**src/rtl/bpi_al_pkg.sv**
```systemverilog
// Shared constants, state encoding and status bit positions for the BPI auto-loader.
// Latency: n/a (declarations only).
// Backpressure: n/a.
package bpi_al_pkg;

  // Flash "read array" command word and the sequencer opcode for a read.
  localparam logic [15:0] Read_Array_Cmd = 16'h00FF;
  localparam logic [1:0]  OP_READ        = 2'b10;

  // Bit positions inside AL_STATUS = {aborted, completed, running}.
  localparam int ST_RUN   = 0;
  localparam int ST_DONE  = 1;
  localparam int ST_ABORT = 2;

  typedef enum logic [2:0] {
    IDLE,
    EXEC,
    WAIT_BUSY,
    WAIT_DONE,
    WRITE,
    NEXT,
    COMPLETE,
    ABORT
  } al_state_t;

endpackage

```
**src/rtl/bpi_al_fsm.sv**
```systemverilog
// Load sequencing FSM: state register, word counter and per-phase handshake timeout.
// Latency: 5 cycles per word (EXEC, WAIT_BUSY, WAIT_DONE, WRITE, NEXT) with an immediate sequencer.
// Backpressure: waits on BUSY/AL_DONE for at most TIMEOUT cycles per phase, then aborts.
module bpi_al_fsm
  import bpi_al_pkg::*;
#(
  parameter int NUM_WORDS = 34,
  parameter int CNT_W     = 6,
  parameter int TIMEOUT   = 1023,
  parameter int TO_W      = 10
) (
  input  logic             CLK,
  input  logic             RST,
  input  logic             al_start_i,
  input  logic             al_abort_i,
  input  logic             busy_i,
  input  logic             al_done_i,
  output al_state_t        state_q_o,
  output al_state_t        state_d_o,
  output logic [CNT_W-1:0] cnt_q_o,
  output logic [CNT_W-1:0] cnt_d_o,
  output logic             start_o,
  output logic             capture_o
);

  localparam logic [CNT_W-1:0] CNT_LAST = CNT_W'(NUM_WORDS - 1);
  localparam logic [TO_W-1:0]  TO_LAST  = TO_W'(TIMEOUT - 1);

  al_state_t        state_q, state_d;
  logic [CNT_W-1:0] cnt_q, cnt_d;
  logic [TO_W-1:0]  to_q, to_d;
  logic             start, capture;
  logic             in_wait, timed_out, abortable;

  assign in_wait   = (state_q == WAIT_BUSY) || (state_q == WAIT_DONE);
  assign timed_out = (to_q == TO_LAST);
  // Abort is honoured everywhere a load is in flight except the final status cycles.
  assign abortable = (state_q != IDLE) && (state_q != COMPLETE) && (state_q != ABORT);

  // Next-state, counter and timeout decode; an external abort overrides every other move.
  always_comb begin
    state_d = state_q;
    cnt_d   = cnt_q;
    start   = 1'b0;
    capture = 1'b0;
    case (state_q)
      IDLE: begin
        if (al_start_i) begin
          state_d = EXEC;
          cnt_d   = '0;
          start   = 1'b1;
        end
      end
      EXEC:      state_d = WAIT_BUSY;
      WAIT_BUSY: begin
        if (busy_i) begin
          state_d = WAIT_DONE;
        end else if (al_done_i) begin
          // Sequencer finished before BUSY was ever seen.
          state_d = WRITE;
          capture = 1'b1;
        end else if (timed_out) begin
          state_d = ABORT;
        end
      end
      WAIT_DONE: begin
        if (!busy_i && al_done_i) begin
          state_d = WRITE;
          capture = 1'b1;
        end else if (timed_out) begin
          state_d = ABORT;
        end
      end
      WRITE:     state_d = NEXT;
      NEXT: begin
        if (cnt_q == CNT_LAST) begin
          state_d = COMPLETE;
        end else begin
          state_d = EXEC;
          cnt_d   = cnt_q + CNT_W'(1);
        end
      end
      COMPLETE:  state_d = IDLE;
      ABORT:     state_d = IDLE;
      default:   state_d = IDLE;
    endcase

    if (al_abort_i && abortable) begin
      state_d = ABORT;
      cnt_d   = cnt_q;
      capture = 1'b0;
    end

    // Timeout counts only while parked in a wait state; any state change restarts it.
    if (in_wait && (state_d == state_q)) begin
      to_d = to_q + TO_W'(1);
    end else begin
      to_d = '0;
    end
  end

  // State, word counter and timeout registers.
  always_ff @(posedge CLK or posedge RST) begin
    if (RST) begin
      state_q <= IDLE;
      cnt_q   <= '0;
      to_q    <= '0;
    end else begin
      state_q <= state_d;
      cnt_q   <= cnt_d;
      to_q    <= to_d;
    end
  end

  assign state_q_o = state_q;
  assign state_d_o = state_d;
  assign cnt_q_o   = cnt_q;
  assign cnt_d_o   = cnt_d;
  assign start_o   = start;
  assign capture_o = capture;

endmodule

```
**src/rtl/bpi_auto_loader.sv**
```systemverilog
// Flash-to-register auto-loader: reads NUM_WORDS words from one of two flash banks into the constant store.
// Latency: 5 cycles per word with an immediate sequencer, plus one COMPLETE cycle; AL_ADDR is registered.
// Backpressure: stalls on the sequencer BUSY/AL_DONE handshake, aborting after TIMEOUT cycles or on AL_ABORT.
// Optional: define BPI_AL_CHECKSUM_EN to verify the last word as a negated-sum checksum.
module bpi_auto_loader
  import bpi_al_pkg::*;
#(
  parameter int                ADDR_W     = 23,
  parameter int                DATA_W     = 16,
  parameter int                NUM_WORDS  = 34,
  parameter int                CNT_W      = 6,
  parameter logic [ADDR_W-1:0] BASE_ADDR0 = 23'h7FC000,
  parameter logic [ADDR_W-1:0] BASE_ADDR1 = 23'h7F8000,
  parameter int                TIMEOUT    = 1023,
  parameter int                TO_W       = 10
) (
  input  logic              CLK,
  input  logic              RST,
  input  logic              AL_START,
  input  logic              AL_ABORT,
  input  logic              AL_BANK,
  input  logic              BUSY,
  input  logic              AL_DONE,
  input  logic [DATA_W-1:0] RD_DATA,
  output logic [ADDR_W-1:0] AL_ADDR,
  output logic [DATA_W-1:0] AL_CMD_DATA_OUT,
  output logic [1:0]        AL_OP,
  output logic              AL_EXECUTE,
  output logic              AUTO_LOAD_ENA,
  output logic              CLR_AL_DONE,
  output logic              WR_EN,
  output logic [CNT_W-1:0]  WR_ADDR,
  output logic [DATA_W-1:0] WR_DATA,
  output logic [CNT_W-1:0]  AL_CNT,
  output logic [2:0]        AL_STATUS
);

  al_state_t         state_q, state_d;
  logic [CNT_W-1:0]  cnt_q, cnt_d;
  logic              start, capture;
  logic [ADDR_W-1:0] base_q, base_d;
  logic [ADDR_W-1:0] addr_q, addr_d;
  logic [DATA_W-1:0] data_q, data_d;
  logic [2:0]        status_q, status_d;
  logic              chk_err;

  bpi_al_fsm #(
    .NUM_WORDS (NUM_WORDS),
    .CNT_W     (CNT_W),
    .TIMEOUT   (TIMEOUT),
    .TO_W      (TO_W)
  ) u_fsm (
    .CLK        (CLK),
    .RST        (RST),
    .al_start_i (AL_START),
    .al_abort_i (AL_ABORT),
    .busy_i     (BUSY),
    .al_done_i  (AL_DONE),
    .state_q_o  (state_q),
    .state_d_o  (state_d),
    .cnt_q_o    (cnt_q),
    .cnt_d_o    (cnt_d),
    .start_o    (start),
    .capture_o  (capture)
  );

  // Bank base latched at start; address computed from the next counter so it is valid in EXEC.
  always_comb begin
    base_d = base_q;
    addr_d = addr_q;
    data_d = data_q;
    if (start) begin
      base_d = AL_BANK ? BASE_ADDR1 : BASE_ADDR0;
    end
    if (state_d == EXEC) begin
      addr_d = base_d + ADDR_W'(cnt_d);
    end
    if (capture) begin
      data_d = RD_DATA;
    end
  end

  // Sticky status: set to running at start, resolved to completed/aborted on the final cycle.
  always_comb begin
    status_d = status_q;
    if (start) begin
      status_d         = '0;
      status_d[ST_RUN] = 1'b1;
    end else if (state_q == COMPLETE) begin
      status_d           = '0;
      status_d[ST_DONE]  = 1'b1;
      status_d[ST_ABORT] = chk_err;
    end else if (state_q == ABORT) begin
      status_d[ST_ABORT] = 1'b1;
      status_d[ST_RUN]   = 1'b0;
    end
  end

  // Address, capture and status registers.
  always_ff @(posedge CLK or posedge RST) begin
    if (RST) begin
      base_q   <= '0;
      addr_q   <= '0;
      data_q   <= '0;
      status_q <= '0;
    end else begin
      base_q   <= base_d;
      addr_q   <= addr_d;
      data_q   <= data_d;
      status_q <= status_d;
    end
  end

`ifdef BPI_AL_CHECKSUM_EN
  logic [DATA_W-1:0] sum_q, sum_d;

  // Running mod-2**DATA_W sum of every word written; the checksum word drives it to zero.
  always_comb begin
    sum_d = sum_q;
    if (start) begin
      sum_d = '0;
    end else if (state_q == WRITE) begin
      sum_d = sum_q + data_q;
    end
  end

  // Checksum accumulator register.
  always_ff @(posedge CLK or posedge RST) begin
    if (RST) begin
      sum_q <= '0;
    end else begin
      sum_q <= sum_d;
    end
  end

  assign chk_err = |sum_q;
`else
  assign chk_err = 1'b0;
`endif

  assign AL_ADDR         = addr_q;
  assign AL_CMD_DATA_OUT = DATA_W'(Read_Array_Cmd);
  assign AL_OP           = OP_READ;
  assign AL_EXECUTE      = (state_q == EXEC);
  assign AUTO_LOAD_ENA   = (state_q != IDLE);
  assign CLR_AL_DONE     = (state_q == WRITE) || (state_q == ABORT);
  assign WR_EN           = (state_q == WRITE);
  assign WR_ADDR         = cnt_q;
  assign WR_DATA         = data_q;
  assign AL_CNT          = cnt_q;
  assign AL_STATUS       = status_q;

endmodule

```
**config.mk**
```make
export PLATFORM = sky130hd
export DESIGN_NAME = bpi_auto_loader
export DESIGN_NICKNAME = d
export VERILOG_FILES = /design/src/rtl/bpi_al_pkg.sv /design/src/rtl/bpi_al_fsm.sv /design/src/rtl/bpi_auto_loader.sv
export SDC_FILE = /design/constraint.sdc
export NUM_CORES = 1
export LEC_CHECK = 0
export BUFFER_PORTS_ARGS = -buffer_cell sky130_fd_sc_hd__clkbuf_2
export CELL_PAD_IN_SITES_DETAIL_PLACEMENT = 0
export CELL_PAD_IN_SITES_GLOBAL_PLACEMENT = 1
export CORE_MARGIN = 4
export CORE_UTILIZATION = 45
export DETAILED_ROUTE_END_ITERATION = 6
export PLACE_DENSITY = 0.93
export SYNTH_ARGS = -nofsm -noshare
export SYNTH_HDL_FRONTEND = slang
export SYNTH_HIERARCHICAL = 1
export SYNTH_SLANG_ARGS = --single-unit
```
**constraint.sdc**
```tcl
create_clock -name CLK -period 10.15 [get_ports CLK]
set_clock_uncertainty 0.2 [all_clocks]
set_input_delay 0.5075 -clock CLK [delete_from_list [all_inputs] [get_ports CLK]]
set_output_delay 0.5075 -clock CLK [all_outputs]
set_load 0.01 [all_outputs]
```
==> results.toml, run 1 <==
[placement]
place_congestion = 0.812
dp_hpwl_um = 6720
dpl.cell_count = 591
io_buffers = 80
place_ws_ps = 5910

[timing]
period_needed_ps = 4210
setup_slack_ps = 5940
setup_viol = 0
finalHoldViolCount = 0
final.setup.tns_ps = 0
relSlewSlack_pct = 17.7
fin_crit_sh_pct = 41.5
drv_slew = 0
tightest_slew_ps = 1230
rsz0062_at_grt = "no"
timing.fmax_ghz = 0.238

[hold_path]
holdPathStages = 2
hp-class = "in2reg"

[critical_path]
max_stage_delay_ps = 740
reg2reg_depth = 10
crit_required_ps = 10190
crit_type = "reg2reg"
cp_slowest_cell = "inv_1"
worstPathCellList = "or4b_4 -> inv_1 -> nor2b_1 -> ha_1 -> fa_1 -> a21o_1 -> a221o_1 -> nand4_2 -> xnor2_1 -> mux2_2"
cp.arrival_ps = 4250
critPathMaxFanout = 32
start_kind = "flop"
endpoint_kind = "flop"

[route]
wl_per_cell_um = 14.7
drc = 0
antenna_left = 0
firstDrtPassIters = 4
drtIter0Drc = 107
finalWirelength_um = 8950
vias = 3116
via_per_inst = 5.13

[die]
core_mm2 = 0.00933
dieArea_mm2 = 0.0113
die_x_um = 106
die_h_um = 106
initial_core_util_pct = 46.6
rows = 35
io-pin-count = 99

[logic_synthesis]
synth_async_sr_flop_share_pct = 100
ys_warn_count = 6
yosysSeqAreaShare_pct = 48.4
synth_edf_count = 0
ys.flop_type = "dfrtp_1"
syn_area_mm2 = 0.00435
syn_area_per_cell_um2 = 10.8
synth-seq-cells = 84
synth_cell_types = 74
syn-instance-count = 401

[clocking]
clock_latency_ps = 350
clock_path_buffers = 2
cts_tree = "yes"
clkSinkCount = 84
cts_inserted_buffers = 9
root_buffer = "clkbuf_8"
htreeDepth = 3
postCtsSetupRepairBufs = 0
cts_resized = 0
clk_pin_slew_ps = 80

[power]
power_leakage_uw = 0.00240
vdd_ir_drop_max_uv = 122
powerDensity_mw_per_mm2 = 245

[layout]
fin_nets = 508
drive_above_1_share_pct = 29.6
area_delta_synth_final_pct = 14.0
stdcell_count = 608
antennaDiodeCount = 0

[global_routing]
grt_pass1_vias = 3179
overflow = 0
grt_first_pass_wirelength_um = 15500
grt_max_degree = 52
gr-usage-all-layers_pct = 16.9
antenna_found_initial = 0

[job]
cap_violations = 0

[status]
outcome = "complete, no violations"
## Yosys cell counts (2+ instances only)
library cell	instances	area [um2]
dfrtp_1	84	2100
nand2_1	33	124
buf_4	25	188
mux2_2	20	225
a21oi_1	17	85.1
inv_1	17	63.8
nor2_1	17	63.8
xnor2_1	17	149
o21ai_1	15	75.1
nor2b_1	13	81.3
ha_1	10	125
nand3_1	10	50.1
xor2_1	10	87.6
nor3_1	8	40.0
o21ai_0	8	40.0
clkbuf_1	6	22.5
and4_1	4	35.0
o21a_1	4	30.0
a21o_1	3	22.5
and2b_1	3	22.5
and3_1	3	18.8
buf_2	3	15.0
nand4_1	3	18.8
nor3b_1	3	22.5
o22ai_1	3	18.8
o31ai_1	3	22.5
and3_4	2	22.5
buf_6	2	22.5
conb_1	2	7.51
mux2i_1	2	20.0
nand2b_1	2	12.5
nand3b_1	2	15.0
o2111ai_1	2	17.5
o211ai_1	2	15.0
o211ai_2	2	25.0
or3_1	2	12.5
or3b_1	2	17.5
## flip-flops by register name, indices dropped and copies added (netlist names)
| signal | cells |
|---|---|
| u_fsm/cnt_q_o | 6 |
| AL_ADDR | 23 |
| u_fsm/to_q | 10 |
| AL_STATUS | 3 |
| u_fsm/state_q_o | 3 |
| base_q | 23 |
| WR_DATA | 16 |
## metal layers
| layer | wire length, um | vias up | global-route usage [%] |
|---|---|---|---|
| met4 | 121 | 0 | 5.27 |
| met5 | 0 | - | 0 |
| li1 | - | 1503 | - |
| met2 | 4360 | 93 | 27.6 |
| met3 | 567 | 11 | 4.31 |
| met1 | 3900 | 1509 | 22.1 |
## cell families after synthesis
kind of cell | count (synthesis) | synth area share (%)
buffers and inverters | 55 | 7.60
flip-flops | 84 | 48.4
XOR/XNOR | 27 | 5.44
adder cells (fa/ha/maj) | 11 | 3.34
AND/OR/NAND/NOR | 123 | 17.0
multiplexers | 23 | 5.90
AO/OA/AOI/OAI | 76 | 12.1
other | 2 | 0.173
## per-stage QoR
stage | hold slack, ps | power, uW | cell area, um2 | util [%]
floorplan | 232 | 829 | 4410 | -
detailed placement | 256 | 968 | 4730 | 50.7
finish | 167 | 1210 | 4950 | 53.1
CTS | 157 | 1230 | 4950 | 53.1
global route | 159 | 1310 | 4950 | 53.1
global placement | 250 | 947 | 4730 | 50.7
## cell type report
type / instances / area (um2)
timing repair buffer: 83 / 425
sequential: 84 / 2100
tap: 129 / 161
inverter: 18 / 67.6
clock inverter: 4 / 72.6
clock buffer: 12 / 145
fill: 833 / 4370
multi-input combinational: 278 / 1980
## final timing paths
check / from / end / slack (ps)
max: u_fsm/state_q_o[0]$_DFF_PP0_ / AL_ADDR[22]$_DFFE_PP0N_ / 5940
min: AL_BANK / base_q[14]$_DFF_PP0_ / 170
max reg2reg: u_fsm/state_q_o[0]$_DFF_PP0_ / AL_ADDR[22]$_DFFE_PP0N_ / 5940
min reg2reg: base_q[22]$_DFF_PP0_ / base_q[22]$_DFF_PP0_ / 270
max in group asynchronous: RST / AL_ADDR[6]$_DFFE_PP0N_ / 8330
min in group asynchronous: RST / WR_DATA[11]$_DFFE_PP0P_ / 450
## report_power, final
part | internal, uW | switching, uW
registers | 428 | 84.0
clock network | 145 | 114
logic | 192 | 251
total | 766 | 449
## cell usage in the layout (no fill, tap or decap), types with 8 or more instances in the layout
cell / count
conb_1: 18
xnor2_1: 17
nand2_1: 33
clkbuf_8: 10
a21oi_1: 17
o21ai_1: 15
xor2_1: 10
nor2b_1: 13
nor3_1: 8
ha_1: 10
dfrtp_1: 84
nor2_1: 17
mux2_2: 20
o21ai_0: 8
inv_1: 16
nand3_1: 10
clkbuf_2: 80
## repair_timing
item,4_1_cts,5_1_grt
hold endpoints to repair,14,0
endpoints found under the setup margin,0,0
hold buffers,1,0
## critical path: cells and delay by family, from the launching register on
family | cells | cell delay [ps]
AOI/OAI and AO/OA | 2 | 670
xor gates and xnor gates | 1 | 60
adders and majority gates | 2 | 670
buffers and inverters | 1 | 740
DFF | 1 | 580
muxes | 1 | 250
and+or+nand+nor | 3 | 920
No activity file was read; power rests on OpenSTA's default activity.
==> run 2: changes to the inputs <==
--- a/config.mk
+++ b/config.mk
@@ -9,9 +9,9 @@
 export CELL_PAD_IN_SITES_DETAIL_PLACEMENT = 0
 export CELL_PAD_IN_SITES_GLOBAL_PLACEMENT = 1
 export CORE_MARGIN = 4
-export CORE_UTILIZATION = 45
+export CORE_UTILIZATION = 38
 export DETAILED_ROUTE_END_ITERATION = 6
-export PLACE_DENSITY = 0.93
+export PLACE_DENSITY = 0.84
 export SYNTH_ARGS = -nofsm -noshare
 export SYNTH_HDL_FRONTEND = slang
 export SYNTH_HIERARCHICAL = 1
==> constraint.sdc (replaced) <==
create_clock -name CLK -period 3.6 [get_ports CLK]
set_clock_uncertainty 0.2 [all_clocks]
set_input_delay 0.18 -clock CLK [delete_from_list [all_inputs] [get_ports CLK]]
set_output_delay 0.18 -clock CLK [all_outputs]
set_load 0.01 [all_outputs]
==> run 2 against run 1 <==
  * Power rose to 3.2 times the previous value
  * Clock-buffer cell count down 2
  * Sequential cell count unchanged
  * Final area up 8.8%
  * Critical endpoint unchanged
  * Via count up 3.0%
  * Cell count up 6.4%
  * Routed wire length up 4.1%
  * Critical path depth up 3
  * Maximum frequency up 22%
  * Global-route usage down 2.1 points
  * Sequential power rose to 2.7 times the previous value
  * Worst setup slack worse by 5800 ps
  * Largest power group is now combinational logic
==> results.toml, run 2 (synthesis gave the netlist of run 1 again) <==
[critical_path]
path_depth = 13
worstReg2RegEnd = "AL_ADDR[22]$_DFFE_PP0N_"
crit_type = "reg2reg"
start_kind = "flop"
cp_common_cell = "ha_1"
cp_top_family = "compound AO/OA/AOI/OAI gates"
critPathBufInv = 1
cp_slowest_cell = "dfrtp_1"
worstPathCellList = "inv_1 -> ha_1 -> nor4bb_2 -> a21oi_1 -> nand2b_2 -> mux2i_1 -> ha_1 -> fa_1 -> a21o_1 -> a221o_2 -> nand4_2 -> xnor2_1 -> mux2_2"
reg2reg_slack_ps = 140
crit_required_ps = 3620
reg2reg_depth = 13
max_stage_delay_ps = 460
endpoint_kind = "flop"
r2r_start = "u_fsm/cnt_q_o[1]$_DFF_PP0_"
crit_start = "u_fsm/cnt_q_o[1]$_DFF_PP0_"
cp.arrival_ps = 3470
critPathMaxFanout = 6

[placement]
place_congestion = 0.803
place_ws_ps = 68.2
dp_hpwl_um = 6680
dpl.cell_count = 610
place_area_mm2 = 0.00481
io_buffers = 80

[die]
rows = 38
initial_core_util_pct = 39.4
core_mm2 = 0.0110
io-pin-count = 99
die_x_um = 115
dieArea_mm2 = 0.0132
die_h_um = 115

[clocking]
clock_latency_ps = 330
cts_inserted_buffers = 9
htreeDepth = 3
clkSinkCount = 84
clk_pin_slew_ps = 60
clock_path_buffers = 2
cts_tree = "yes"
root_buffer = "clkbuf_16"

[layout]
final_cell_mix = "82 x dfrtp_1, 80 x clkbuf_2, 33 x nand2_1"
antennaDiodeCount = 0
final_common_cell = "dfrtp_1"
stdcell_count = 647
seqCellArea_mm2 = 0.00210
area_delta_synth_final_pct = 24.0
multi_input_area_mm2 = 0.00201
fillCellCount = 975
finalInstanceArea_mm2 = 0.00539
fin_nets = 537
drive_above_1_share_pct = 31.8

[timing]
relSlewSlack_pct = 53.0
drv_slew = 0
period_needed_ps = 3460
setup_viol = 0
timing.fmax_ghz = 0.289
tightest_slew_ps = 705
fin_crit_sh_pct = 96.0
finalHoldViolCount = 0
final.setup.tns_ps = 0
setup_slack_ps = 142

[hold_path]
hp-class = "in2reg"
min_from = "AL_ABORT"
hold_end = "u_fsm/state_q_o[0]$_DFF_PP0_"
holdPathStages = 3

[power]
vdd_ir_drop_max_uv = 362
powerDensity_mw_per_mm2 = 716
power_leakage_uw = 0.00260

[global_routing]
grt_pass1_vias = 3216
overflow = 0
grt_max_degree = 43
antenna_found_initial = 0
grt_first_pass_wirelength_um = 15600
gr-usage-all-layers_pct = 14.8

[route]
finalWirelength_um = 9320
via_per_inst = 4.96
firstDrtPassIters = 4
wl_per_cell_um = 14.4
antenna_left = 0
drc = 0
vias = 3210
drtIter0Drc = 73

[job]
cap_violations = 0

[status]
outcome = "complete, no violations"
-- run 2: cell types whose count changed in the layout (fill, tap and decap cells not counted), moves of 2 or more --
cell	delta
dfrtp_1	-2
dlygate4sd3_1	+17
clkbuf_16	+9
dfrtp_2	+2
buf_4	+11
clkbuf_1	-2
clkbuf_8	-9
-- run 2: what timing repair did --
item,in CTS,in global routing
buffers inserted,0,4
endpoints found under the setup margin,0,10
hold buffers,18,0
resized for setup,0,7
hold endpoints to repair,63,0
-- run 2: area by class of cell --
type,instances,share of cell area [%]
sequential,84,39.0
multi-input combinational,278,37.2
timing repair buffer,112,13.0
clock inverter,5,1.86
tap,140,3.25
clock buffer,10,4.43
inverter,18,1.25
-- run 2: metrics by stage --
stage / utilization, % / hold WS (ps) / total power, uW
final: 48.9 / 87.7 / 3860
after global routing: 48.9 / 114 / 4130
after CTS: 48.3 / 81.8 / 3870
after detailed placement: 43.6 / 93.7 / 2790
after global placement: 43.6 / 87.4 / 2750
after floorplan: - / -68.9 / 2340
-- run 2: worst max path at each step --
stage                     slack [ps]                      end
final                            140  AL_ADDR[22]$_DFFE_PP0N_
after global routing            -0.6  AL_ADDR[22]$_DFFE_PP0N_
after CTS                         50  AL_ADDR[22]$_DFFE_PP0N_
after detailed placement          70  AL_ADDR[22]$_DFFE_PP0N_
after global placement           170  AL_ADDR[22]$_DFFE_PP0N_
after floorplan                   20  AL_ADDR[22]$_DFFE_PP0N_
-- run 2: worst min-delay path: cells and delay by family --
kind            cells  cell delay [ps]
compound gates      2              220
buf+inv             1              170
-- run 2: power by group --
part           switching [uW]  internal, uW  total, uW  leakage (uW)
Clock                     358           690       1050      0.000168
Sequential                183          1210       1400       0.00107
Combinational             784           632       1420       0.00137
Total                    1330          2530       3860       0.00260
-- run 2: metal layers --
metal / GRT usage [%] / up-vias / wire, um / part of all wire [%]
li1: - / 1563 / - / -
met1: 19.1 / 1553 / 4150 / 45
met4: 5.87 / 0 / 127 / 1.4
met2: 24.2 / 84 / 4560 / 49
met5: 0 / - / 0 / 0
met3: 3.32 / 10 / 485 / 5.2
